$ cat src/rtl/uart_kw_pkg.sv
// Shared constants and helpers for the UART keyword matcher.
// Table helpers take a maximum-width table so that any legal NUM_KW/MAX_LEN
// configuration fits. Callers zero-extend their own narrower tables.
package uart_kw_pkg;

  localparam logic [7:0] ASCII_0   = 8'h30;
  localparam int         IDX_W     = 4;
  localparam int         MAX_KW    = 15;
  localparam int         MAX_CHARS = 15;
  localparam int         TBL_W     = MAX_KW * MAX_CHARS * 8;
  localparam int         LENS_W    = MAX_KW * IDX_W;

  // Character j of keyword k, where each keyword occupies max_len byte slots.
  function automatic logic [7:0] kw_char(input logic [TBL_W-1:0] tbl,
                                         input int k, input int j,
                                         input int max_len);
    return tbl[(k * max_len + j) * 8 +: 8];
  endfunction

  // Length field of keyword k.
  function automatic logic [IDX_W-1:0] kw_len(input logic [LENS_W-1:0] lens,
                                              input int k);
    return lens[k * IDX_W +: IDX_W];
  endfunction

  // ASCII 'A'..'Z' mapped onto 'a'..'z', everything else unchanged.
  function automatic logic [7:0] to_lower(input logic [7:0] b);
    return (b >= 8'h41 && b <= 8'h5A) ? b + 8'h20 : b;
  endfunction

endpackage

$ cat src/rtl/uart_kw_tracker.sv
// Single-keyword position tracker.
// pos is the number of keyword characters already matched. A byte that does
// not continue the keyword either restarts at position 1 (when it equals the
// first character) or drops back to 0. hit is combinational and is
// registered by the top. Handshake: a byte is consumed on every cycle with
// valid=1; clr wins over a same-cycle byte, which is then dropped.
module uart_kw_tracker
  import uart_kw_pkg::*;
#(
  parameter int                   MAX_LEN = 8,
  parameter logic [MAX_LEN*8-1:0] KW      = '0,
  parameter int                   LEN     = 1
) (
  input  logic       clk,
  input  logic       rst,
  input  logic       valid,
  input  logic [7:0] data_byte,
  input  logic       clr,
  output logic       hit,
  output logic       active
);

  localparam logic [TBL_W-1:0] KW_EXT = TBL_W'(KW);
  localparam logic [7:0]       FIRST  = kw_char(KW_EXT, 0, 0, MAX_LEN);

  logic [IDX_W-1:0] pos;
  logic [7:0]       exp_char;
  logic             at_last;

  // Character expected next and whether it would complete the keyword.
  always_comb begin
    exp_char = kw_char(KW_EXT, 0, int'(pos), MAX_LEN);
    at_last  = ({1'b0, pos} + 5'd1) == 5'(LEN);
  end

  // A one-character keyword completes through this path as well, since its
  // expected character is always the first one.
  assign hit    = valid && !clr && (data_byte == exp_char) && at_last;
  assign active = (pos != '0);

  // Position update: advance, restart on the first character, or drop.
  always_ff @(posedge clk or posedge rst) begin
    if (rst) begin
      pos <= '0;
    end else if (clr) begin
      pos <= '0;
    end else if (valid) begin
      if (data_byte == exp_char) begin
        pos <= at_last ? '0 : pos + 1'b1;
      end else if (data_byte == FIRST) begin
        pos <= (LEN == 1) ? '0 : IDX_W'(1);
      end else begin
        pos <= '0;
      end
    end
  end

endmodule

$ cat src/rtl/uart_kw_matcher.sv
// Streaming multi-keyword matcher for the UART RX byte stream.
// One tracker per keyword; the top folds case (optional), runs the idle
// timeout, picks the lowest-index hit and registers match/match_idx/match_code.
// Optional feature macro: KW_CASE_FOLD_EN (uppercase input folded to
// lowercase before comparison; the keyword table must be lowercase).
module uart_kw_matcher
  import uart_kw_pkg::*;
#(
  parameter int                          NUM_KW      = 4,
  parameter int                          MAX_LEN     = 8,
  parameter logic [NUM_KW*MAX_LEN*8-1:0] KW_TABLE    = {24'h0, "teser", 24'h0, "zstih",
                                                        32'h0, "pots",  24'h0, "trats"},
  parameter logic [NUM_KW*4-1:0]         KW_LEN      = {4'd5, 4'd5, 4'd4, 4'd5},
  parameter int                          TIMEOUT_CYC = 1000000
) (
  input  logic       clk,
  input  logic       rst,
  input  logic       valid,
  input  logic [7:0] data_in,
  input  logic       clear,
  output logic       match,
  output logic [3:0] match_idx,
  output logic [7:0] match_code,
  output logic       busy
);

  localparam logic [LENS_W-1:0] LENS_EXT = LENS_W'(KW_LEN);
  localparam logic [31:0]       TO_LAST  = (TIMEOUT_CYC > 0) ? 32'(TIMEOUT_CYC - 1) : 32'd0;

  logic [7:0]        cmp_byte;
  logic [NUM_KW-1:0] hit_vec;
  logic [NUM_KW-1:0] act_vec;
  logic              any_hit;
  logic [IDX_W-1:0]  hit_idx;
  logic [31:0]       idle_cnt;
  logic              timeout_fire;
  logic              trk_clr;

`ifdef KW_CASE_FOLD_EN
  assign cmp_byte = to_lower(data_in);
`else
  assign cmp_byte = data_in;
`endif

  // Timeout fires on the idle cycle that brings the idle run to TIMEOUT_CYC.
  assign timeout_fire = (TIMEOUT_CYC != 0) && !valid && (idle_cnt >= TO_LAST);
  assign trk_clr      = clear | timeout_fire;
  assign busy         = |act_vec;

  for (genvar k = 0; k < NUM_KW; k++) begin : g_trk
    localparam logic [MAX_LEN*8-1:0] KW_K  = KW_TABLE[k*MAX_LEN*8 +: MAX_LEN*8];
    localparam int                   LEN_K = int'(kw_len(LENS_EXT, k));

    uart_kw_tracker #(
      .MAX_LEN (MAX_LEN),
      .KW      (KW_K),
      .LEN     (LEN_K)
    ) u_trk (
      .clk       (clk),
      .rst       (rst),
      .valid     (valid),
      .data_byte (cmp_byte),
      .clr       (trk_clr),
      .hit       (hit_vec[k]),
      .active    (act_vec[k])
    );
  end

  // Priority encoder: lowest keyword index wins when several complete at once.
  always_comb begin
    any_hit = |hit_vec;
    hit_idx = '0;
    for (int k = NUM_KW - 1; k >= 0; k--) begin
      if (hit_vec[k]) hit_idx = IDX_W'(k);
    end
  end

  // Idle counter: counts cycles without a byte, saturating at all-ones.
  always_ff @(posedge clk or posedge rst) begin
    if (rst) begin
      idle_cnt <= '0;
    end else if (clear || valid) begin
      idle_cnt <= '0;
    end else if (idle_cnt != '1) begin
      idle_cnt <= idle_cnt + 32'd1;
    end
  end

  // Result registers: pulse on completion, index/code held until next hit or clear.
  always_ff @(posedge clk or posedge rst) begin
    if (rst) begin
      match      <= 1'b0;
      match_idx  <= '0;
      match_code <= ASCII_0;
    end else if (clear) begin
      match      <= 1'b0;
      match_code <= ASCII_0;
    end else begin
      match <= any_hit;
      if (any_hit) begin
        match_idx  <= hit_idx;
        match_code <= ASCII_0 + 8'd1 + 8'(hit_idx);
      end
    end
  end

endmodule

$ cat config.mk
export PLATFORM = sky130hd
export DESIGN_NAME = uart_kw_matcher
export DESIGN_NICKNAME = d
export VERILOG_FILES = /design/src/rtl/uart_kw_pkg.sv /design/src/rtl/uart_kw_tracker.sv /design/src/rtl/uart_kw_matcher.sv
export SDC_FILE = /design/constraint.sdc
export NUM_CORES = 1
export LEC_CHECK = 0
export ABC_AREA = 1
export CAP_MARGIN = 0
export CORE_MARGIN = 2
export CORE_UTILIZATION = 55
export DETAILED_ROUTE_END_ITERATION = 7
export MAX_ROUTING_LAYER = met4
export PLACE_DENSITY = 0.77
export SLEW_MARGIN = 5
export SYNTH_ARGS = -nofsm -noshare
export SYNTH_HDL_FRONTEND = slang
export SYNTH_SLANG_ARGS = --single-unit
$ cat constraint.sdc
create_clock -name clk -period 1.9 [get_ports clk]
set_input_delay 0.38 -clock clk [delete_from_list [all_inputs] [get_ports clk]]
set_output_delay 0.38 -clock clk [all_outputs]
set_load 0.05 [all_outputs]
==> results_dict.tcl <==
set metrics [dict create \
    port_buffers 18 \
    antenna_cells 0 \
    vias_per_cell 5.89 \
    hold_buffers 0 \
    hold_violations 0 \
    clock_latency_ps 320 \
    finalWirelength_um 17100 \
    layout-drive-gt1-share_pct 40.3 \
    required_ps 2110 \
    track_usage_pct 34.6 \
    ys_ff_latch 54 \
    grt_antenna_before_repair 0 \
    die_width_um 94.7 \
    grt_pass1_wl_um 23600 \
    io-pin-count 26 \
    start_util_pct 55.9 \
    synth_seq_area_share_pct 29.9 \
    yosys_warnings 0 \
    drt-pass1-iter-count 7 \
    synthCells 677 \
    p_leak_nw 3.45 \
    die_y_um 94.7 \
    drt_iter0_drc 492 \
    drc 0 \
    crit_family "simple AND/OR/NAND/NOR gates" \
    maxCapViolations 0 \
    synth_edf_count 0 \
    cp_slowest_cell "dfrtp_1" \
    overflow 0 \
    relSlewSlack_pct 65.5 \
    final_cell_mix "141 x buf_4, 134 x nand2_1, 57 x nor2_1, 54 x nand3_1, 52 x dfrtp_1" \
    fillCellCount 508 \
    synth_area_mm2 0.00452 \
    rsz0062_at_grt "true" \
    cts_root_buffer "clkbuf_8" \
    cts_tree "built" \
    setup_violations 13 \
    arrival_ps 2470 \
    finClkSkew_ps 14.9 \
    fin_crit_ps 2260 \
    seqCellArea_mm2 0.00135 \
    core_mm2 0.00809 \
    routedWlPerCell_um 18.0 \
    setup_slack_ps -364 \
    ant_nets 0 \
    violations "negative setup slack" \
    cts.sinks 54 \
    clk_path_buf_depth 2 \
    cp_cell_sequence "inv_2, ha_4, inv_4, nand2_4, nand3_1, nand2_2, nor2_4, buf_4, buf_4, nand2_1, nor2_1, nand4_1, nand2_4, nor2_4, nand3_1, nand2_1" \
    timing_worst_setup_path_type "register to register" \
    pre_cts_ws_ps -504 \
    grt_max_degree 55 \
    syn_avg_cell_area_um2 6.68 \
    final_common_cell "buf_4" \
    r2r_slack_ps -360 \
    cp_max_fo 3 \
    num_rows 33 \
    r2r-start "g_trk[3].u_trk.pos[1]$_DFFE_PP0P_" \
    synth-main-ff-cell "dfrtp_1" \
    powerDensity_mw_per_mm2 350 \
    vdd_drop_max_uv 415 \
    slew_viol_final 0 \
    startpoint_type "register" \
    max_slew.worst_pin.slew_ps 517 \
    multi_input_area_mm2 0.00339 \
    clkTransAtPathRegs_ps 110 \
    async_flop_share_pct 100 \
    fmax_ghz 0.442 \
    slowest_delay_ps 410 \
    synth_cell_types 41 \
    reg2reg_depth 16 \
    crit_buf_inv 4 \
    nNetsFinal 875 \
    end_kind "register" \
    fin_setup_tns_ps -2720 \
    fin_crit_sh_pct 119 \
    fp.dieArea_mm2 0.00896 \
    ctsHtreeMaxLevel 2 \
    finalWeightedCongestion 1.02 \
    vias 5605 \
    status "complete, but fails checks" \
    hpwl_um 10700 \
    numCtsBuffers 5 \
    hp-class "input pin to asynchronous set/reset pin" \
    r2r_end "match_code[2]$_DFFE_PP0P_" \
    grt_pass1_vias 5238 \
    syn2layout_area_growth_pct 48.8 \
    post-route-util_pct 83.1 \
]
[worst register-to-register path: stages, from the launching register on]
cell	delay, ps
dfrtp_1	410
inv_2	80
ha_4	170
inv_4	90
nand2_4	70
nand3_1	120
nand2_2	80
nor2_4	170
buf_4	140
buf_4	100
nand2_1	50
nor2_1	120
nand4_1	160
nand2_4	100
nor2_4	40
nand3_1	130
nand2_1	100
[metrics by stage]
stage | std cells | power (W) | hold WS, ps | instance area [um^2]
detailed placement | 910 | 0.00150 | 476 | 5690
floorplan | 682 | 0.00135 | 454 | 4560
global route | 951 | 0.00244 | 456 | 6730
finish | 951 | 0.00235 | 425 | 6730
global placement | 910 | 0.00149 | 456 | 5690
CTS | 931 | 0.00231 | 439 | 6080
[report_power, final]
part	switching [W]	total, W	leakage [nW]	internal [W]
logic	0.000253	0.000399	2.64	0.000145
registers	0.00000213	0.00115	0.750	0.00115
clock network	0.000411	0.000800	0.0579	0.000389
[sequential cells by signal, summed over array words and instances (netlist names)]
register,flops
match_code,3
match_idx,2
g_trk.u_trk.pos,16
match,1
idle_cnt,32
[cells in the mapped netlist, types with 9 or more instances]
master | count | area share, %
nand4_1 | 28 | 3.9
nor2_1 | 66 | 5.5
o21ai_0 | 23 | 2.5
nand3_1 | 72 | 8.0
xor2_1 | 11 | 2.1
nor3_1 | 18 | 2.0
nor2_2 | 9 | 1.2
ha_1 | 18 | 5.0
nand2_1 | 180 | 15
nand2_2 | 12 | 1.7
a21oi_1 | 13 | 1.4
dfrtp_1 | 54 | 30
inv_2 | 11 | 0.91
inv_1 | 71 | 5.9
o31ai_1 | 14 | 2.3
[cell type report]
cell class                 instances  area share [%]
clock inverter                     3           0.595
inverter                          83            4.82
clock buffer                       5            1.02
tap                              105            1.95
multi-input combinational        529            50.4
sequential                        54            20.1
timing repair buffer             172            21.1
[routing by layer]
layer,GRT usage [%],part of all wire (%)
met4,21.5,6.9
met1,39.0,37
met3,3.35,7.1
met2,59.1,49
met5,-,0
[cells by family after synthesis]
logic type	after synthesis	share of synthesized area, %
xor+xnor	15	2.91
other cells	2	0.166
compound gates	67	8.69
buf+inv	99	9.19
fa+ha+maj	18	4.98
simple gates	422	44.2
flops	54	29.9
[how the worst max path moves through the flow]
| stage | start | endpoint | slack (ps) | cells past startpoint |
|---|---|---|---|---|
| floorplan | g_trk[3].u_trk.pos[0]$_DFFE_PP0P_ | match_code[1]$_DFFE_PP0P_ | -140 | 17 |
| global placement | data_in[5] | match_code[1]$_DFFE_PP0P_ | -450 | 14 |
| detailed placement | data_in[5] | match_code[1]$_DFFE_PP0P_ | -500 | 14 |
| CTS | g_trk[0].u_trk.pos[0]$_DFFE_PP0P_ | match_code[1]$_DFFE_PP0P_ | -200 | 13 |
| global route | g_trk[3].u_trk.pos[0]$_DFFE_PP0P_ | match_idx[0]$_DFFE_PP0P_ | -510 | 16 |
| finish | g_trk[3].u_trk.pos[1]$_DFFE_PP0P_ | match_code[2]$_DFFE_PP0P_ | -360 | 16 |
[timing repair]
| action | in CTS | in global routing |
|---|---|---|
| setup endpoints to repair | 9 | 42 |
| buffers inserted | 14 | 27 |
| pin swaps | 38 | 71 |
| gates cloned | 0 | 0 |
| resized for setup | 59 | 129 |
No activity file was read; power rests on OpenSTA's default activity.
